[config.mk]
export PLATFORM = sky130hd
export DESIGN_NAME = sdram_arbiter
export DESIGN_NICKNAME = d
export VERILOG_FILES = /design/src/rtl/sdram_arbiter.sv
export SDC_FILE = /design/constraint.sdc
export NUM_CORES = 1
export LEC_CHECK = 0
export ABC_AREA = 1
export BUFFER_PORTS_ARGS = -buffer_cell sky130_fd_sc_hd__buf_2
export CORE_MARGIN = 5
export CORE_UTILIZATION = 44
export DETAILED_ROUTE_END_ITERATION = 8
export HOLD_SLACK_MARGIN = 0.02
export PLACE_DENSITY = 0.88
export SLEW_MARGIN = 15
export SYNTH_ARGS = -nofsm -noshare
export SYNTH_HDL_FRONTEND = slang
export SYNTH_SLANG_ARGS = --single-unit
[constraint.sdc]
create_clock -name clock -period 2.45 [get_ports clock]
set_input_delay 0.245 -clock clock [delete_from_list [all_inputs] [get_ports clock]]
set_output_delay 0.245 -clock clock [all_outputs]
set_load 0.02 [all_outputs]
[src/rtl/sdram_arbiter.sv]
// sdram_arbiter: slot-timed single-port SDRAM scheduler that serves the init copier,
// the ROM downloader, refresh and the CPU/Nick port through a request/ack handshake.
//
// Ports:
//   clock, reset              system clock, synchronous active-high reset
//   sdrReady                  sdram initialisation done; no grant is made while low
//   rfshReq                   refresh tick; it sets a refresh-pending flag
//   iniReq/iniA/iniD/iniAck   init copier write port
//   ldReq/ldA/ldD/ldAck       ROM downloader write port
//   cpuRd/cpuWr/cpuA/cpuD     CPU request port
//   cpuQ/cpuAck               registered CPU read data and the CPU ack
//   romTop                    highest ROM page number (used by the write-protect option)
//   rfsh/rd/wr/a/d/q          sdram command strobes, address and data
//   busy                      high whenever the scheduler is not idle
//
// Optional build macro: ARB_WPROT_EN. When it is defined, a CPU write to a ROM page
// (cpuA[AW-1:14] <= romTop) is dropped. The slot still runs and the CPU is still acked.

module sdram_arbiter #(
    parameter int AW    = 22,
    parameter int SLOT  = 4,
    parameter int RFMAX = 3
) (
    input  logic          clock,
    input  logic          reset,
    input  logic          sdrReady,
    input  logic          rfshReq,
    input  logic          iniReq,
    input  logic [AW-1:0] iniA,
    input  logic [7:0]    iniD,
    output logic          iniAck,
    input  logic          ldReq,
    input  logic [AW-1:0] ldA,
    input  logic [7:0]    ldD,
    output logic          ldAck,
    input  logic          cpuRd,
    input  logic          cpuWr,
    input  logic [AW-1:0] cpuA,
    input  logic [7:0]    cpuD,
    output logic [7:0]    cpuQ,
    output logic          cpuAck,
    input  logic [7:0]    romTop,
    output logic          rfsh,
    output logic          rd,
    output logic          wr,
    output logic [23:0]   a,
    output logic [15:0]   d,
    input  logic [15:0]   q,
    output logic          busy
);

    localparam int DW = $clog2(RFMAX + 2);
    localparam logic [DW-1:0] DMAX = DW'(RFMAX);
    localparam logic [3:0] WLAST = 4'(SLOT - 2);

    typedef enum logic [1:0] {
        S_IDLE,
        S_ISSUE,
        S_WAIT,
        S_ACK
    } state_t;

    typedef enum logic [2:0] {
        G_NONE,
        G_INI,
        G_LD,
        G_RF,
        G_CRD,
        G_CWR
    } gnt_t;

    state_t        state_q, state_d;
    gnt_t          gnt_q, gnt_d;
    logic [3:0]    cnt_q, cnt_d;
    logic [23:0]   a_q, a_d;
    logic [15:0]   d_q, d_d;
    logic [7:0]    cpuq_q, cpuq_d;
    logic          rpend_q, rpend_d;
    logic [DW-1:0] defer_q, defer_d;
    logic          mask_q, mask_d;
    logic          sup_q, sup_d;

    gnt_t pick;
    logic take;
    logic ini_v, ld_v, cpu_raw, cpu_v, rf_v;
    logic prot;
    logic unused_ok;

`ifdef ARB_WPROT_EN
    localparam int PW = AW - 14;
    assign prot = ({{(32 - PW){1'b0}}, cpuA[AW-1:14]} <= {24'd0, romTop});
    assign unused_ok = ^q[15:8];
`else
    assign prot = 1'b0;
    assign unused_ok = ^{romTop, q[15:8]};
`endif

    // Arbitration. The requester acked in the previous slot is masked for one
    // cycle so a late deassert cannot win a second grant. The refresh-vs-CPU
    // decision uses the raw CPU request, so a masked CPU still defers refresh
    // until the defer budget is spent.
    always_comb begin
        cpu_raw = cpuRd | cpuWr;
        ini_v   = iniReq & ~(mask_q & (gnt_q == G_INI));
        ld_v    = ldReq & ~(mask_q & (gnt_q == G_LD));
        cpu_v   = cpu_raw & ~(mask_q & ((gnt_q == G_CRD) | (gnt_q == G_CWR)));
        rf_v    = rpend_q & (~cpu_raw | (defer_q == DMAX));
        pick    = G_NONE;
        if (!sdrReady) begin
            pick = G_NONE;
        end else if (ini_v) begin
            pick = G_INI;
        end else if (ld_v) begin
            pick = G_LD;
        end else if (rf_v) begin
            pick = G_RF;
        end else if (cpu_v) begin
            pick = cpuWr ? G_CWR : G_CRD;
        end
        take = (state_q == S_IDLE) & (pick != G_NONE);
    end

    // State register and datapath registers
    always_ff @(posedge clock) begin
        if (reset) begin
            state_q <= S_IDLE;
            gnt_q   <= G_NONE;
            cnt_q   <= '0;
            a_q     <= '0;
            d_q     <= '0;
            cpuq_q  <= 8'hFF;
            rpend_q <= 1'b0;
            defer_q <= '0;
            mask_q  <= 1'b0;
            sup_q   <= 1'b0;
        end else begin
            state_q <= state_d;
            gnt_q   <= gnt_d;
            cnt_q   <= cnt_d;
            a_q     <= a_d;
            d_q     <= d_d;
            cpuq_q  <= cpuq_d;
            rpend_q <= rpend_d;
            defer_q <= defer_d;
            mask_q  <= mask_d;
            sup_q   <= sup_d;
        end
    end

    // Next-state logic
    always_comb begin
        state_d = state_q;
        gnt_d   = gnt_q;
        cnt_d   = cnt_q;
        a_d     = a_q;
        d_d     = d_q;
        cpuq_d  = cpuq_q;
        defer_d = defer_q;
        sup_d   = sup_q;
        mask_d  = (state_q == S_ACK);

        // A new refresh tick wins over the clear from a same-cycle grant
        rpend_d = rfshReq | (rpend_q & ~(take & (pick == G_RF)));

        case (state_q)
            S_IDLE: begin
                if (take) begin
                    state_d = S_ISSUE;
                    gnt_d   = pick;
                    sup_d   = 1'b0;
                    case (pick)
                        G_INI: begin
                            a_d = {{(24 - AW){1'b0}}, iniA};
                            d_d = {8'h00, iniD};
                        end
                        G_LD: begin
                            a_d = {{(24 - AW){1'b0}}, ldA};
                            d_d = {8'h00, ldD};
                        end
                        G_CRD, G_CWR: begin
                            a_d   = {{(24 - AW){1'b0}}, cpuA};
                            d_d   = {8'h00, cpuD};
                            sup_d = (pick == G_CWR) & prot;
                            if (rpend_q && defer_q != DMAX) begin
                                defer_d = defer_q + 1'b1;
                            end
                        end
                        default: begin
                            a_d     = '0;
                            d_d     = '0;
                            defer_d = '0;
                        end
                    endcase
                end
            end
            S_ISSUE: begin
                state_d = S_WAIT;
                cnt_d   = '0;
            end
            S_WAIT: begin
                if (cnt_q == WLAST) begin
                    state_d = S_ACK;
                    if (gnt_q == G_CRD) begin
                        cpuq_d = q[7:0];
                    end
                end else begin
                    cnt_d = cnt_q + 1'b1;
                end
            end
            default: begin
                state_d = S_IDLE;
            end
        endcase
    end

    // Output decode
    always_comb begin
        rfsh   = 1'b0;
        rd     = 1'b0;
        wr     = 1'b0;
        iniAck = 1'b0;
        ldAck  = 1'b0;
        cpuAck = 1'b0;
        if (state_q == S_ISSUE) begin
            rfsh = (gnt_q == G_RF);
            rd   = (gnt_q == G_CRD);
            wr   = (gnt_q == G_INI) | (gnt_q == G_LD)
                 | ((gnt_q == G_CWR) & ~sup_q);
        end
        if (state_q == S_ACK) begin
            iniAck = (gnt_q == G_INI);
            ldAck  = (gnt_q == G_LD);
            cpuAck = (gnt_q == G_CRD) | (gnt_q == G_CWR);
        end
        a    = a_q;
        d    = d_q;
        cpuQ = cpuq_q;
        busy = (state_q != S_IDLE);
    end

endmodule

---- Word-level counts from Yosys, hierarchy flattened ----
Cells that the tools add are included.
storage, ports and cells
  register bits ........................... 62
  bits in latches ......................... 0
  RAM bits ................................ 0
  ROM bits ................................ 0
  input bits .............................. 122
  output and inout port bits .............. 55
  memories kept ........................... 0
operators by class
  $add $sub $neg .......................... 2
  multipliers ............................. 0
  divide/modulo/power cells ............... 0
  magnitude comparators ................... 0
  equality and inequality tests ........... 20
  shift operators ......................... 0
  mux-type cells .......................... 21
  bitwise logic cells ..................... 22
  reduce and logical (&&, ||, !) cells .... 12
operators by type and width
  kind                                                 number
  one-hot mux 22 bit (3 select lines)                  1
  one-hot mux 8 bit (3 select lines)                   1
  two-way mux 3 bit                                    6
  equality test 3 x 2 -> 1 bit, second input constant  5
  equality test 3 bit, second input constant           4
  AND 1 bit                                            10
  != test 2 bit, second input constant                 4
  one-hot mux 4 bit (2 select lines)                   1
  two-way mux 1 bit                                    7
  equality test 3 x 1 -> 1 bit, second input constant  2
  inverter 1 bit                                       6
  bitwise OR 1 bit                                     6
  one-hot mux 2 bit (3 select lines)                   1
  one-hot mux 3 bit (2 select lines)                   1
  AND reduction 2 bit                                  3
  adder 4 x 1 -> 4 bit, second input constant          1
  equality test 2 bit, second input constant           2
  equality test 4 x 2 -> 1 bit, second input constant  1
  two-way mux 2 bit                                    2
  two-way mux 4 bit                                    1
  AND reduction 4 bit                                  1
  nonzero test 2 bit                                   2
  OR reduction 2 bit                                   2
  adder 3 x 1 -> 3 bit, second input constant          1
  6 further kinds                                      6

---- Depth between registers and ports, before layout ----
Gate-level depths: netlist of the first run.
  depth after elaboration ................. 16
  mapped depth ............................ 15
  gate-level depth less buffers ........... 15

---- Worst setup path after synthesis of the first run ----
Ideal clock, no wire load.
  path kind ............................... register to register
  start point ............................. reg defer_q[0]
  end point ............................... reg a_q[10] (netlist: a[10])
  setup time .............................. 0.143 ns
  data arrival time ....................... 1.630 ns
  data required time ...................... 2.307 ns
  slack ................................... 0.677 ns
  cell stages (with the launch flop) ...... 14
  buffers on the path ..................... 1
  clock period less this slack ............ 1.773 ns
  cells stage by stage .................... dfxtp_1 ha_1 ha_1 inv_1 o21ai_0 nand2_1 nand2_2 o21ai_4 nand2_2 nand2_4 inv_2 buf_4 nand2_1 a21oi_2
on the way
  longest elaborated chain between the ends .. 10
  elaborated cells on any way between the ends .. 16
  classes of those cells .................. eq/ne: 5; mux: 5; bitwise: 3; reduce/logical: 3
RTL lines
  item                                                                               RTL line  text
  start, declared                                                                    79        logic [DW-1:0] defer_q, defer_d;
  start signal, assigned                                                             144       defer_q <= defer_d;
  equality test 3 x 2 -> 1 bit (*)                                                   107       rf_v = rpend_q & (~cpu_raw | (defer_q == DMAX));
  bitwise OR 1 bit (*)                                                               107
  AND 1 bit (*)                                                                      107
  two-way mux 3 bit (*)                                                              115       end else if (rf_v) begin
  two-way mux 3 bit (*)                                                              113       end else if (ld_v) begin
  two-way mux 3 bit (*)                                                              111       end else if (ini_v) begin
  two-way mux 3 bit (*)                                                              109       if (!sdrReady) begin
  equality test 3 bit / nonzero test 3 bit (equally long branches)                   171, 120
  OR reduction 2 bit / AND 1 bit (equally long branches)                             171, 120
  one-hot mux 22 bit (3 select lines) / AND reduction 2 bit (equally long branches)  -
  end signal, assigned                                                               129       a_q <= '0;
  end signal, assigned                                                               140       a_q <= a_d;
  end, declared                                                                      75        logic [23:0] a_q, a_d;
Mark *: on every way between the ends. The rest lies on a longest branch, timed or not.
A chain may end at the register's enable or synchronous reset.

---- Worst setup path after layout of the first run ----
  start point ............................. reg defer_q[0]
  end point ............................... reg a_q[13] (netlist: a[13])
Same word-level chain as after synthesis.

==> results by group, run 1 <==
Worst setup path
  – RR Endpoint: a[13]$_SDFFE_PP0P_
  – R2R depth: 12
  – Crit path kind: flop to flop
  – Worst R2R Start: defer_q[0]$_SDFFE_PP0P_
  – Crit path capture: a[13]$_SDFFE_PP0P_
  – Crit end category: flop
  – Critical Path Source: defer_q[0]$_SDFFE_PP0P_
  – Crit-path max FO: 33
  – Element type at the critical path start: flop
  – CP arrival: 2.48 ns
  – R2r setup slk: 0.19 ns
  – Worst EP required: 2.68 ns

Final layout
  – Most common cell after layout, fill and taps aside: nand2_1
  – Share of layout cells above drive strength 1: 34.7%
  – Area of the multi-input gates: between 1500 and 2000 um2
  – Fillers: 648
  – Area added between synthesis and finish: 27.7%
  – Storage cell area: 1040 um2
  – Ant diodes: 0
  – Util after Layout: 57.3%
  – Nets@finish: 717
  – Commonest cells after routing, fill and taps aside: nand2_1 (169), buf_2 (150), nand3_1 (75), dfxtp_1 (52), a21oi_2 (26)

Flow run
  – # Max-Cap Violations: 0

Place
  – Dpl hpwl: 6480 um
  – Port bufs: 150
  – GPL Wtd Cong: around 0.8

Timing
  – Post-route setup TNS: 0 ns
  – Worst Skew: 0.0125 ns
  – Worst Tran Pin Value: between 0.5 and 0.6 ns
  – Tmin final: 2.26 ns
  – Peak Freq: 443 MHz
  – Slew headroom: 60.5%
  – Tcrit/Tclk final: 92.2%
  – Hold Vio Cnt, Final: 0
  – Final setup violation count: 0
  – Max Slew Vio Count: 0
  – RSZ-0062 raised after global routing: false

Synthesis
  – #FFs+latches synth: 52
  – Yosys warns: 0
  – Avg Synthesized Cell Area: roughly 6.7 um2
  – Synthesized instance count: roughly 450
  – Synthesized area: 3030 um2
  – Synth unique cells: 30
  – Seq/Total Area, Yosys: 34.4%

GRT
  – Grt met3 use: 4.83%
  – Gr busiest metal: met2
  – Grt met1 use: a little over a fifth
  – Largest net degree at the start of global routing: 40
  – Vias in the first global route: 3,199
  – First-pass GRT wire length: 13,700 um
  – Gr ovfl total: 0
  – GRT Total Usage: 19.1%
  – Antenna violations before repair: 0
  – M2 GR Usage: 35.5%

Detailed routing
  – Drt drc: 0
  – DR WL/cell: ~13 um
  – Post-Route WL: 8470 um
  – Initial DRT Pass Iterations: 5
  – Antenna viol nets, final: 0
  – Vias per cell: about 5
  – Iter 0 DRT Violations: 93
  – Via count: 3,344

Power
  – Leakage: 1.90 nW
  – Sw power: 0.000972 W
  – VDD IR max: about 290 uV
  – Seq pwr share: 39.8%
  – Power Density: 653 nW/um2
  – Switching Fraction: 38.5%
  – Clock share of power: a little under a quarter
  – Share of total power in combinational logic: 37.4%
  – Int Power: about 0.0016 W

Clocking
  – Worst-Skew Late Latency: about 0.3 ns
  – CTS max path bufs: 2
  – Post-CTS Setup Repair Bufs: 0
  – # H-tree levels: 2
  – Hold_buf cts: 0
  – Cts repair resizes: 0
  – CTS Sinks: between 50 and 60
  – Num CTS Buffers: 5
  – CTS root buf: clkbuf_8
  – CTS tree: yes
  – Reg clk slew, reported paths: 0.10 ns

Floorplanning
  – Die ar.: 8650 um2
  – Initial Util: 44.9%
  – Die Wd: 93.0 um
  – Site row count: 30
  – Ports: 177
  – Chip Height: approximately 93 um
  – CORE AREA: 6760 um2

Worst hold path
  – Hold WC Path Type: input pin to flop
  – Hold Startpoint: q[0]

Outcome
  – Status: completed
Yosys cell counts, drive strengths merged:
cell | count | area share (%)
o21bai | 1 | 0.25
nand2 | 173 | 22
o21ai | 8 | 1.7
ha | 8 | 3.3
nand4 | 2 | 0.62
nand3 | 75 | 12
a21oi | 43 | 11
nor4 | 1 | 0.21
clkbuf | 5 | 0.62
dfxtp | 52 | 34
conb | 1 | 0.12
nor2 | 17 | 2.4
nor3 | 4 | 0.66
buf | 29 | 6.7
xor2 | 1 | 0.29
inv | 27 | 3.3
or2 | 2 | 0.41
how the worst min path moves through the flow:
stage	end	slack, ns	cells past startpoint
global placement	cpuQ[3]$_SDFFE_PP1P_	0.43	2
floorplan	cpuQ[0]$_SDFFE_PP1P_	0.37	2
detailed placement	cpuQ[5]$_SDFFE_PP1P_	0.44	2
finish	cpuQ[0]$_SDFFE_PP1P_	0.15	3
global route	cpuQ[0]$_SDFFE_PP1P_	0.14	3
CTS	cpuQ[0]$_SDFFE_PP1P_	0.14	3
per-stage QoR:
step | hold slack [ns] | std cells | power [W] | worst slack [ns] | area (um2)
after floorplan | 0.371 | 458 | 0.00172 | 0.677 | 3060
after CTS | 0.142 | 668 | 0.00254 | 0.179 | 3870
final | 0.146 | 668 | 0.00253 | 0.191 | 3870
after detailed placement | 0.440 | 660 | 0.00197 | 0.213 | 3760
after global routing | 0.139 | 668 | 0.00270 | 0.0183 | 3870
after global placement | 0.434 | 660 | 0.00193 | 0.331 | 3760
cell type report:
type	instances	area share, %
Clock buffer	6	1.87
Clock inverter	2	0.905
Sequential cell	52	26.9
Inverter	27	2.62
Timing Repair Buffer	156	21.2
Multi-Input combinational cell	345	43.9
Tap cell	80	2.59
critical path, stage by stage (launching register included):
cell and delay, ns:
dfxtp_1 0.33, ha_1 0.20, ha_1 0.18, inv_1 0.07, o21ai_0 0.08, nand2_1 0.09
nand2_2 0.12, o21ai_4 0.27, nand2_2 0.13, nand2_4 0.08, buf_4 0.33, nand2_1 0.14
a21oi_2 0.15
power groups by stage:
stage | registers, W | clock network, W | logic, W
finish | 0.00101 | 0.000575 | 0.000946
global route | 0.00102 | 0.000621 | 0.00105
CTS | 0.00101 | 0.000586 | 0.000948
detailed placement | 0.00102 | 0 | 0.000945
global placement | 0.00102 | 0 | 0.000908
floorplan | 0.00107 | 0 | 0.000645
sequential cells by signal (all words and copies together), names as in the netlist:
signal	cells
defer_q	3
gnt_q	3
a	22
cpuQ	8
state_q	2
rpend_q	1
mask_q	1
cnt_q	4
d	8
metal layers:
layer	routed length (um)	up-vias
li1	-	1697
met1	3410	1526
met2	4280	106
met3	602	15
met4	181	0
met5	0	-
cell families (layout without fill, tap and decap cells):
family / Yosys count / count (layout) / synth area share (%)
simple gates: 274 / 274 / 38.6
buf+inv: 61 / 191 / 10.7
compound gates: 52 / 52 / 12.6
flops: 52 / 52 / 34.4
fa+ha+maj: 8 / 8 / 3.30
other cells: 1 / 10 / 0.124
xor+xnor: 1 / 1 / 0.289
(Power assumes the default switching activity.)
==> run 2, diff against run 1 <==
- SETUP_SLACK_MARGIN: default -> 0.2
- clock period: 2.45 -> 2.3 ns (I/O delays scaled with it)
==> run 2 against run 1 <==
Via count grew 2.8%. Core utilization rose by 4.8 points. Cell count is 1.9% higher. Die area unchanged. Combinational power grew 23%. Flip-flop and latch count unchanged. Wire length increased by 14%. Critical path type unchanged.
==> results by group, run 2 (synthesis gave the netlist of run 1 again) <==
Place
  – Dpl hpwl: 6750 um
  – Placement Cell Area: around 3800 um2
  – GPL Wtd Cong: around 0.83
  – Port bufs: 150
  – Dpl ws: ~0.23 ns

Flow run
  – # Max-Cap Violations: 0

Worst setup path
  – Critical path's slowest cell: dfxtp_2
  – Crit end category: flop
  – Crit path kind: flop to flop
  – Worst EP required: between 2 and 3 ns
  – CP max stage delay: between 0.3 and 0.4 ns
  – CP arrival: 2.23 ns
  – Element type at the critical path start: flop
  – Crit-path max FO: 5
  – Crit path cell chain: ha_4 > ha_2 > inv_2 > o21ai_1 > nand2_1 > nand2_4 > o21ai_4 > buf_4 > clkbuf_16 > nand3_1 > nand3_1 > nand2_1 > a21oi_2

Final layout
  – Most common cell after layout, fill and taps aside: nand2_1
  – Share of layout cells above drive strength 1: 37.9%
  – Max FFs per register: 22
  – Nets@finish: 730
  – Ant diodes: 0
  – Area added between synthesis and finish: 38.5%
  – Commonest cells after routing, fill and taps aside: nand2_1 (167), buf_2 (150), nand3_1 (73), dfxtp_1 (50), a21oi_2 (25)
  – Design Area, Final: 4200 um2

GRT
  – Gr ovfl total: 0
  – GRT Total Usage: 20.2%
  – Antenna violations before repair: 0
  – First-pass GRT wire length: 14,400 um
  – Largest net degree at the start of global routing: 34
  – Vias in the first global route: 3,333

Detailed routing
  – Post-Route WL: ~9600 um
  – Drt drc: 0
  – Via count: 3,438
  – DR WL/cell: between 10 and 15 um
  – Initial DRT Pass Iterations: 4
  – Iter 0 DRT Violations: between 100 and 150
  – WL met1: about 3900 um
  – Detail Route met3 WL: 582 um
  – Vias per cell: between 5 and 6
  – Routed wl met2: 5000 um
  – Top Metal Used: met4
  – Antenna viol nets, final: 0

Timing
  – Hold Slack: 0.130 ns
  – Peak Freq: 501 MHz
  – Final setup violation count: 0
  – Post-route setup TNS: 0 ns
  – Worst Skew: 0.00798 ns
  – Tmin final: 2.00 ns
  – Tcrit/Tclk final: approximately 87%
  – Slew headroom: between 60% and 70%
  – RSZ-0062 raised after global routing: false
  – Worst Tran Pin Value: 0.592 ns
  – Final setup margin: 0.304 ns
  – Hold Vio Cnt, Final: 0
  – Max Slew Vio Count: 0

Floorplanning
  – CORE AREA: 6760 um2
  – Die Wd: 93.0 um
  – Initial Util: 44.9%
  – Chip Height: 93.0 um
  – Site row count: 30
  – Ports: 177
  – Die ar.: 8650 um2

Power
  – Power Density: 736 nW/um2
  – Leakage: 2.04 nW
  – VDD IR max: 462 uV

Clocking
  – CTS max path bufs: 2
  – CTS Sinks: 52
  – CTS tree: yes
  – CTS root buf: clkbuf_8
  – Worst-Skew Late Latency: 0.30 ns
  – Reg clk slew, reported paths: roughly 0.10 ns
  – # H-tree levels: 2
  – Num CTS Buffers: 5

Worst hold path
  – Hold WC Path Type: input pin to flop

Outcome
  – Status: completed
run 2: changes by cell type in the layout (fill, tap and decap cells not counted), moves of 3 or more:
cell | previous run | this run
buf_12 | 2 | 6
buf_4 | 4 | 7
buf_6 | 0 | 3
clkbuf_16 | 0 | 3
run 2: what timing repair did:
| action | CTS | global route |
|---|---|---|
| gates resized for setup | 0 | 24 |
| hold endpoints to repair | 0 | 0 |
| buffers inserted | 0 | 7 |
| endpoints found under the setup margin | 0 | 36 |
| hold buffers | 0 | 0 |
run 2: final timing paths:
path / to / slack (ns) / start / depth (start not counted)
min: cpuQ[5]$_SDFFE_PP1P_ / 0.13 / q[5] / 3
min reg2reg: cpuQ[0]$_SDFFE_PP1P_ / 0.47 / cpuQ[0]$_SDFFE_PP1P_ / 2
max reg2reg: a[14]$_SDFFE_PP0P_ / 0.30 / defer_q[0]$_SDFFE_PP0P_ / 13
max: a[14]$_SDFFE_PP0P_ / 0.30 / defer_q[0]$_SDFFE_PP0P_ / 13
run 2: area by class of cell:
class | count | area [um2]
Multi-Input combinational cell | 345 | 1760
Sequential cell | 52 | 1040
Timing Repair Buffer | 169 | 1030
Fill cell | 646 | 2560
Clock buffer | 5 | 68.8
Inverter | 27 | 106
Tap cell | 80 | 100
Clock inverter | 3 | 90.1
run 2: where the power goes:
part	switching, W	internal, W
clock network	0.000306	0.000544
logic	0.000734	0.000425
registers	0.0000769	0.00100
run 2: critical path: cells and delay by family, from the launching register on:
family	cells	cell delay, ns
AOI/OAI and AO/OA	3	0.44
adders and majority gates	2	0.31
buffers and inverters	3	0.37
DFF	1	0.35
and+or+nand+nor	5	0.46
run 2: per-stage QoR:
stage,cells,util [%],total power (W)
2_1_floorplan,458,-,0.00183
3_3_place_gp,662,56.1,0.00208
5_1_grt,681,62.1,0.00330
4_1_cts,670,58.5,0.00297
3_5_place_dp,662,56.1,0.00212
6_report,681,62.1,0.00309
run 2: layer usage:
metal  vias to the layer above  track usage [%]
li1                       1725                -
met3                        13             4.42
met5                         -                0
met4                         0             7.08
met2                       133             37.9
met1                      1567             22.1
